### src/rtl/ad9767_rx.sv
// ad9767_rx: captures words from an AD9767-style DAC bus into the i_clk domain.
// A two-flop synchronizer feeds edge detection on i_dac_clk. Each detected edge
// pushes one captured word into a small first-word-fall-through FIFO. A link FSM
// tracks the lock state from the gap between detected edges.
// Optional build macro: AD9767_RX_PERIOD_MEAS_EN adds the edge-to-edge period
// measurement (o_period / o_period_vld). Without it those outputs are tied to 0.
module ad9767_rx #(
    parameter int unsigned DATA_W  = 14,
    parameter int unsigned TIMEOUT = 200,
    parameter int unsigned FIFO_AW = 2
) (
    input  logic              i_clk,
    input  logic              i_rst,
    input  logic              i_dac_clk,
    input  logic [DATA_W-1:0] i_dac_data,
    output logic [DATA_W-1:0] o_data,
    output logic              o_valid,
    input  logic              i_ready,
    output logic              o_overflow,
    output logic              o_locked,
    output logic [7:0]        o_period,
    output logic              o_period_vld
);

    localparam int unsigned DEPTH = 1 << FIFO_AW;
    localparam int unsigned PW    = FIFO_AW + 1;

    typedef enum logic [1:0] {
        ST_IDLE   = 2'd0,
        ST_LOCKED = 2'd1,
        ST_LOST   = 2'd2
    } state_e;

    // Synchronizers and edge history
    logic              dclk_s1_q, dclk_s2_q, dclk_prev_q;
    logic [DATA_W-1:0] data_s1_q, data_s2_q;
    logic              detect_c;

    // FIFO storage and pointers (extra MSB separates full from empty)
    logic [DATA_W-1:0] mem_q [DEPTH];
    logic [PW-1:0]     wptr_q, wptr_d, rptr_q, rptr_d;
    logic              full_c, pop_c, push_c, drop_c;
    logic              valid_q, valid_d;
    logic [DATA_W-1:0] data_q, data_d;
    logic              ovf_q, ovf_d;

    // Link tracking
    state_e            state_q, state_d;
    logic [7:0]        gap_q, gap_d;
    logic              locked_q, locked_d;

    assign detect_c = dclk_s2_q & ~dclk_prev_q;

    // Capture the DAC clock and data through identical two-flop chains
    always_ff @(posedge i_clk) begin
        if (i_rst) begin
            dclk_s1_q   <= 1'b0;
            dclk_s2_q   <= 1'b0;
            dclk_prev_q <= 1'b0;
            data_s1_q   <= '0;
            data_s2_q   <= '0;
        end else begin
            dclk_s1_q   <= i_dac_clk;
            dclk_s2_q   <= dclk_s1_q;
            dclk_prev_q <= dclk_s2_q;
            data_s1_q   <= i_dac_data;
            data_s2_q   <= data_s1_q;
        end
    end

    // FIFO control: a pop frees a slot before the push is judged, so push+pop never drops
    always_comb begin
        full_c  = (wptr_q[FIFO_AW] != rptr_q[FIFO_AW]) &&
                  (wptr_q[FIFO_AW-1:0] == rptr_q[FIFO_AW-1:0]);
        pop_c   = valid_q & i_ready;
        push_c  = detect_c & (~full_c | pop_c);
        drop_c  = detect_c & full_c & ~pop_c;
        rptr_d  = rptr_q + PW'(pop_c);
        wptr_d  = wptr_q + PW'(push_c);
        ovf_d   = ovf_q | drop_c;
        // Head view uses the pre-push write pointer: a new word shows one cycle after its write
        valid_d = (wptr_q != rptr_d);
        data_d  = mem_q[rptr_d[FIFO_AW-1:0]];
    end

    // FIFO storage write; contents need no reset since pointers define validity
    always_ff @(posedge i_clk) begin
        if (push_c) begin
            mem_q[wptr_q[FIFO_AW-1:0]] <= data_s2_q;
        end
    end

    // FIFO pointers and registered head outputs
    always_ff @(posedge i_clk) begin
        if (i_rst) begin
            wptr_q  <= '0;
            rptr_q  <= '0;
            valid_q <= 1'b0;
            data_q  <= '0;
            ovf_q   <= 1'b0;
        end else begin
            wptr_q  <= wptr_d;
            rptr_q  <= rptr_d;
            valid_q <= valid_d;
            data_q  <= data_d;
            ovf_q   <= ovf_d;
        end
    end

    // Link FSM next state, gap counter and lock flag
    always_comb begin
        state_d  = state_q;
        gap_d    = gap_q;
        locked_d = 1'b0;
        if (detect_c) begin
            gap_d = 8'd0;
        end else if (gap_q != 8'hFF) begin
            gap_d = gap_q + 8'd1;
        end
        case (state_q)
            ST_IDLE: begin
                if (detect_c) state_d = ST_LOCKED;
            end
            ST_LOCKED: begin
                if (!detect_c && (gap_d == 8'(TIMEOUT))) state_d = ST_LOST;
            end
            ST_LOST: begin
                if (detect_c) state_d = ST_LOCKED;
            end
            default: state_d = ST_IDLE;
        endcase
        locked_d = (state_d == ST_LOCKED);
    end

    // Link FSM state register
    always_ff @(posedge i_clk) begin
        if (i_rst) begin
            state_q  <= ST_IDLE;
            gap_q    <= 8'd0;
            locked_q <= 1'b0;
        end else begin
            state_q  <= state_d;
            gap_q    <= gap_d;
            locked_q <= locked_d;
        end
    end

`ifdef AD9767_RX_PERIOD_MEAS_EN
    logic [7:0] period_q, period_d;
    logic       pvld_q, pvld_d;

    // Period = cycles between this edge and the previous one; the first edge after reset has no reference
    always_comb begin
        period_d = period_q;
        pvld_d   = 1'b0;
        if (detect_c && (state_q != ST_IDLE)) begin
            period_d = (gap_q == 8'hFF) ? 8'hFF : gap_q + 8'd1;
            pvld_d   = 1'b1;
        end
    end

    // Period measurement registers
    always_ff @(posedge i_clk) begin
        if (i_rst) begin
            period_q <= 8'd0;
            pvld_q   <= 1'b0;
        end else begin
            period_q <= period_d;
            pvld_q   <= pvld_d;
        end
    end

    assign o_period     = period_q;
    assign o_period_vld = pvld_q;
`else
    assign o_period     = 8'd0;
    assign o_period_vld = 1'b0;
`endif

    assign o_data     = data_q;
    assign o_valid    = valid_q;
    assign o_overflow = ovf_q;
    assign o_locked   = locked_q;

endmodule

### config.mk
export PLATFORM = sky130hd
export DESIGN_NAME = ad9767_rx
export DESIGN_NICKNAME = d
export VERILOG_FILES = /design/src/rtl/ad9767_rx.sv
export SDC_FILE = /design/constraint.sdc
export NUM_CORES = 1
export LEC_CHECK = 0
export BUFFER_PORTS_ARGS = -buffer_cell sky130_fd_sc_hd__buf_2
export CAP_MARGIN = 20
export CORE_UTILIZATION = 62
export CTS_CLUSTER_DIAMETER = 30
export DETAILED_ROUTE_END_ITERATION = 8
export PLACE_DENSITY = 0.94
export SYNTH_ARGS = -nofsm -noshare
export SYNTH_HDL_FRONTEND = slang
export SYNTH_SLANG_ARGS = --single-unit
export TNS_END_PERCENT = 20
### constraint.sdc
create_clock -name i_clk -period 4.8 [get_ports i_clk]
set_clock_uncertainty 0.2 [all_clocks]
set_input_delay 0.48 -clock i_clk [delete_from_list [all_inputs] [get_ports i_clk]]
set_output_delay 0.48 -clock i_clk [all_outputs]
set_load 0.02 [all_outputs]
==> metrics.txt, run 1 <==
outcome=finished clean; crit start category=flip-flop; hold depth=2; compound-gate portion of the synthesized area=0.0324; mux contribution to synthesized area=0.0752; IO buf count=34; Max-slew headroom=0.346; critical path arrival=~2.7 ns; RR Endpoint=o_data[13]; WL/cell=17.9 um; Pint=~1.8 mW; Cell variety after synth=41; share of synthesized registers carrying an async set or reset=0; Worst Max-Slew Pin Slew=just under 1 ns; Initial DRT Pass Iterations=4; clock network power share=0.493; Clk Latency, worst-skew pair=0.52 ns; layout cells sized above 1=0.263; root cell of the clock tree=clkbuf_8; FF/Latch Area=roughly 3000 um2; CTS tree=built; FMAX=slightly below 400 MHz; Filler Cell Count=roughly 350; die area=7320 um2; max_cap viols=0; fin cells=around 440; Area Overhead vs Synth=19.6%; Final Cycle Share=0.533; DR DRC count=0; Worst VDD drop=0.349 mV; cts bufs inserted=17; max-slew violations=0; Synth Area in Simple Gates=0.136; synth warn=0; worst-case clock buffer depth=2; DP Wirelength=4270 um; worst endpoint required time=4.95 ns; core area=around 6800 um2; gr usage total=0.243; RSZ-0062 raised after global routing=false; number of synthesized flops with an enable pin=56; Yosys top cell area share=0.389; Syn Inst Count=just under 300; final net count=~370; Die Y=85.5 um; Antenna Nets Post-Route=0; CP max FO=16; die width=between 80 and 90 um; routed vias/inst=5.56; # IOs=44; GPL Wtd Cong=a little over 0.8; endpoints failing hold=0; GRT overflow=0; Post-CTS Repair Setup Buffers=0; r2r setup slk=2.24 ns; HP Start=i_dac_data[0]; Worst Hold End=data_s1_q[0]; Switching Fraction=0.252; Post-CTS Resized=0; multi-input logic area=1230 um2; Pwr Density=between 400 and 500 nW/um2; DRT Wirelength=7830 um; Gate power share=0.052; clk sink count=120; Critical Path End Type=flip-flop; Avg Synthesized Cell Area=14.7 um2; Cell Area, Synth=~4300 um2; Main synth FF type=dfxtp_1; vias in the first global route=roughly 2400; worst-case reg-to-reg path depth=5; # rows=30; n_diodes=0; Sequential Power Share=0.455; synthesized flop and latch total=120; Lkg Pwr=1.94 nW; most area-hungry cell type in the Yosys netlist=edfxtp_1; first-pass GRT wire length=12400 um; final-report setup violation count=0; hold slack=0.0227 ns; initial antenna violation count=0; ranking of synthesized cells by area=edfxtp_1 39%, dfxtp_1 30%, mux4_2 7.3%; Hold Path Class=primary input to flip-flop; post-synthesis adder-cell area fraction=0.0145; XOR/XNOR Fraction of Synth Area=0.0182; post-placement setup slack=2.01 ns; main combinational cell family by area after synthesis=simple AND/OR/NAND/NOR gates; Sw Pwr=0.618 mW; Clock Pin Slew Worst Setup and Hold Paths=0.06 ns; largest net degree at the start of global routing=57; Crit Path Class=flip-flop to flip-flop; H-tree depth=4; Seq/Total Area, Yosys=0.685; Iter 0 DRT Violations=114; Reg2Reg Launch Point=o_valid; fin worst setup slack=2.24 ns; hold buffer count at CTS=10; Period minus WS final=2.56 ns; Initial Util=0.640; number of placed cells counting well taps=396; Post-Route Setup TNS=0 ns; Pwr Total=around 2.5 mW; via count=approximately 2400
-- cell type report --
cell class,instances,area share
Sequential cell,120,0.573
Multi-Input combinational cell,158,0.238
Clock buffer,17,0.0800
Timing Repair Buffer,47,0.0573
Clock inverter,15,0.0319
Tap cell,80,0.0193
Inverter,1,0.000725
-- registers in the layout, indices dropped and copies added (netlist names), 2 cells and up --
name	cells
data_s1_q	14
rptr_q	3
o_data	14
data_s2_q	14
state_q	2
mem_q	56
gap_q	8
wptr_q	3
-- through the flow --
step / util / cell area (um2)
global route: 0.766 / 5170
global placement: 0.664 / 4480
floorplan: - / 4360
detailed placement: 0.665 / 4500
finish: 0.766 / 5170
CTS: 0.766 / 5170
-- worst max-delay path by stage --
stage	from	to	slack, ns	cells past startpoint
floorplan	dclk_s2_q	mem_q[0][0]	2.14	3
global placement	i_ready	o_data[8]	2.05	6
detailed placement	i_ready	o_data[11]	2.01	6
CTS	o_valid	o_data[13]	2.19	5
global route	o_valid	o_data[13]	2.07	5
finish	o_valid	o_data[13]	2.24	5
-- metal layers --
layer	routed length [um]	track usage
met4	230	0.129
met5	0	0
met2	4240	0.412
met1	2980	0.272
met3	386	0.0866
-- critical path, stage by stage (launching register included) --
cell and delay, ns:
dfxtp_1 0.32, nand2_1 0.11, inv_1 0.05, ha_1 0.91, mux4_2 0.62, nor2b_1 0.17
-- kinds of logic after synthesis --
logic type | count (synthesis)
DFF | 120
and+or+nand+nor | 101
buffers and inverters | 24
AOI/OAI and AO/OA | 19
muxes | 15
xor gates and xnor gates | 9
adders and majority gates | 5
other | 1
-- cell usage in the layout (no fill, tap or decap), types with 2 or more instances in the layout --
| cell | count |
|---|---|
| a21oi_1 | 4 |
| a31oi_1 | 3 |
| and3_1 | 2 |
| buf_2 | 34 |
| buf_4 | 2 |
| clkbuf_16 | 16 |
| clkinv_8 | 2 |
| conb_1 | 9 |
| dfxtp_1 | 64 |
| dlygate4sd3_1 | 10 |
| edfxtp_1 | 56 |
| ha_1 | 5 |
| inv_6 | 4 |
| inv_8 | 8 |
| mux4_2 | 14 |
| nand2_1 | 11 |
| nand3_1 | 2 |
| nand4_1 | 2 |
| nor2_1 | 13 |
| nor2b_1 | 49 |
| nor3_1 | 9 |
| o21ai_0 | 2 |
| o32ai_1 | 2 |
| o41a_1 | 2 |
| or2b_2 | 4 |
| xnor2_1 | 6 |
| xor2_1 | 3 |
-- power by group through the flow --
| stage | registers [mW] | logic (mW) | clock network (mW) |
|---|---|---|---|
| 4_1_cts | 1.12 | 0.129 | 1.22 |
| 6_report | 1.12 | 0.128 | 1.21 |
| 2_1_floorplan | 1.15 | 0.0839 | 0 |
| 3_5_place_dp | 1.14 | 0.119 | 0 |
| 3_3_place_gp | 1.14 | 0.114 | 0 |
| 5_1_grt | 1.12 | 0.138 | 1.27 |
-- synthesized netlist by cell type (all sizes together) (4+ instances only) --
cell type / count
dfxtp: 64
nor2: 14
or2b: 4
nor3: 9
edfxtp: 56
nor2b: 49
clkbuf: 7
nand2: 11
mux4: 14
xnor2: 6
a21oi: 4
buf: 16
ha: 5
No activity file was read; power rests on OpenSTA's default activity.
==> run 2: changes to the inputs <==
Settings changed: CORE_UTILIZATION 62 to 52, PLACE_DENSITY 0.94 to 0.85.
Clock period 4.8 ns to 2.24 ns, I/O delays scaled along.
==> run 2 against run 1 <==
Compared with the run above: clock power rose by 120%; combinational power grew 130%; setup slack worse by 2.0 ns; first-iteration DRC count up 41%; critical path depth unchanged; power increased by 120%; largest power group unchanged; via count is 0.57% higher.
==> metrics.txt, run 2 (synthesized netlist as in run 1, its figures left out) <==
most common cell after layout, fill and taps aside=dfxtp_1; n_diodes=0; DP Wirelength=4250 um; CTS tree=built; Period minus WS final=2.05 ns; Die Y=93.2 um; fin worst setup slack=approximately 0.2 ns; initial antenna violation count=0; via count=around 2500; multi-input logic area=1230 um2; outcome=finished clean; FF/Latch Area=just under 3000 um2; WL/cell=15.8 um; Lkg Pwr=1.99 nW; worst-case reg-to-reg path depth=5; Core Util, Final=0.678; DR DRC count=0; core area=7890 um2; Filler Cell Count=~500; final instance area=5350 um2; Final Cycle Share=0.913; Iter 0 DRT Violations=161; die width=93.2 um; Crit Path Class=flip-flop to flip-flop; gr usage total=0.192; max reg flops=56; HP Start=i_ready; die area=8690 um2; CP max FO=6; Pwr Density=around 990 nW/um2; GRT overflow=0; Clock Pin Slew Worst Setup and Hold Paths=0.06 ns; number of placed cells counting well taps=422; Post-CTS Resized=0; root cell of the clock tree=clkbuf_8; final net count=378; Initial DRT Pass Iterations=4; layout cells sized above 1=0.264; hold depth=5; RR Endpoint=state_q[0]; FMAX=just under 500 MHz; worst-case clock buffer depth=2; crit start category=flip-flop; RSZ-0062 raised after global routing=false; Critical Path End Type=flip-flop; endpoints failing hold=0; post-placement setup slack=0.212 ns; Worst Hold End=o_overflow; first-pass GRT wire length=11900 um; GPL Wtd Cong=0.788; routed vias/inst=5.21; cts bufs inserted=17; max-slew violations=0; H-tree depth=4; DRT Wirelength=around 7400 um; Initial Util=0.549; final-report setup violation count=0; largest net degree at the start of global routing=40; max_cap viols=0; Antenna Nets Post-Route=0; IO buf count=34; worst endpoint required time=2.43 ns; Post-CTS Repair Setup Buffers=0; Pwr Total=5.31 mW; Worst VDD drop=0.693 mV; r2r setup slk=roughly 0.2 ns; Reg2Reg Launch Point=gap_q[0]; Post-Route Setup TNS=0 ns; clk sink count=120; Hold Path Class=primary input to flip-flop; Area Overhead vs Synth=23.7%; most frequent cells in the layout=64 x dfxtp_1, 56 x edfxtp_1, 49 x nor2b_1, 34 x buf_2; hold slack=0.0242 ns; # IOs=44; # rows=32; fin cells=470; vias in the first global route=2427; dpl cell area=4610 um2; critical path arrival=between 2 and 2.5 ns; Clk Latency, worst-skew pair=0.51 ns
-- run 2: cell count changes in the layout (fill, tap and decap cells not counted), sizes merged --
| cell | previous run | this run |
|---|---|---|
| dlygate4sd3 | 10 | 16 |
| inv | 13 | 8 |
| buf | 37 | 41 |
| bufinv | 0 | 2 |
| clkinv | 2 | 4 |
| clkinvlp | 1 | 2 |
-- run 2: critical path, cell delays in order, from the launching register on --
cell      delay, ns
dfxtp_1        0.43
ha_1           0.27
nand2b_1       0.16
a311oi_1       0.26
o32ai_1        0.18
o41a_1         0.43
-- run 2: worst max-delay path by stage --
stage / startpoint / endpoint / slack (ns) / cells after the start
floorplan: dclk_s2_q / mem_q[1][0] / 0.05 / 4
detailed placement: gap_q[0] / o_locked / 0.21 / 5
finish: gap_q[0] / state_q[0] / 0.19 / 5
global route: gap_q[0] / state_q[0] / 0.02 / 5
CTS: wptr_q[0] / mem_q[0][5] / 0.20 / 4
global placement: gap_q[0] / o_locked / 0.25 / 5
-- run 2: metal layers --
layer | up-vias | wire, um | part of all wire | track usage
met4 | 0 | 150 | 0.020 | 0.103
met2 | 59 | 3840 | 0.52 | 0.317
li1 | 1161 | - | - | -
met5 | - | 0 | 0 | 0
met3 | 14 | 274 | 0.037 | 0.0691
met1 | 1216 | 3140 | 0.42 | 0.217
-- run 2: layout make-up --
type,instances,area share
timing repair buffer,57,0.0832
clock inverter,15,0.0309
inverter,1,0.000701
sequential,120,0.554
multi-input combinational,158,0.230
tap,102,0.0238
clock buffer,17,0.0774
-- run 2: timing repair --
item,in CTS,in global routing
endpoints found under the setup margin,0,0
hold buffers,16,0
hold endpoints to repair,29,0
-- run 2: report_power, final --
group          leakage (nW)  total [mW]  switching [mW]  internal (mW)
clock                 0.280        2.62            1.02           1.61
combinational         0.669       0.292           0.143          0.149
sequential             1.04        2.39          0.0357           2.36
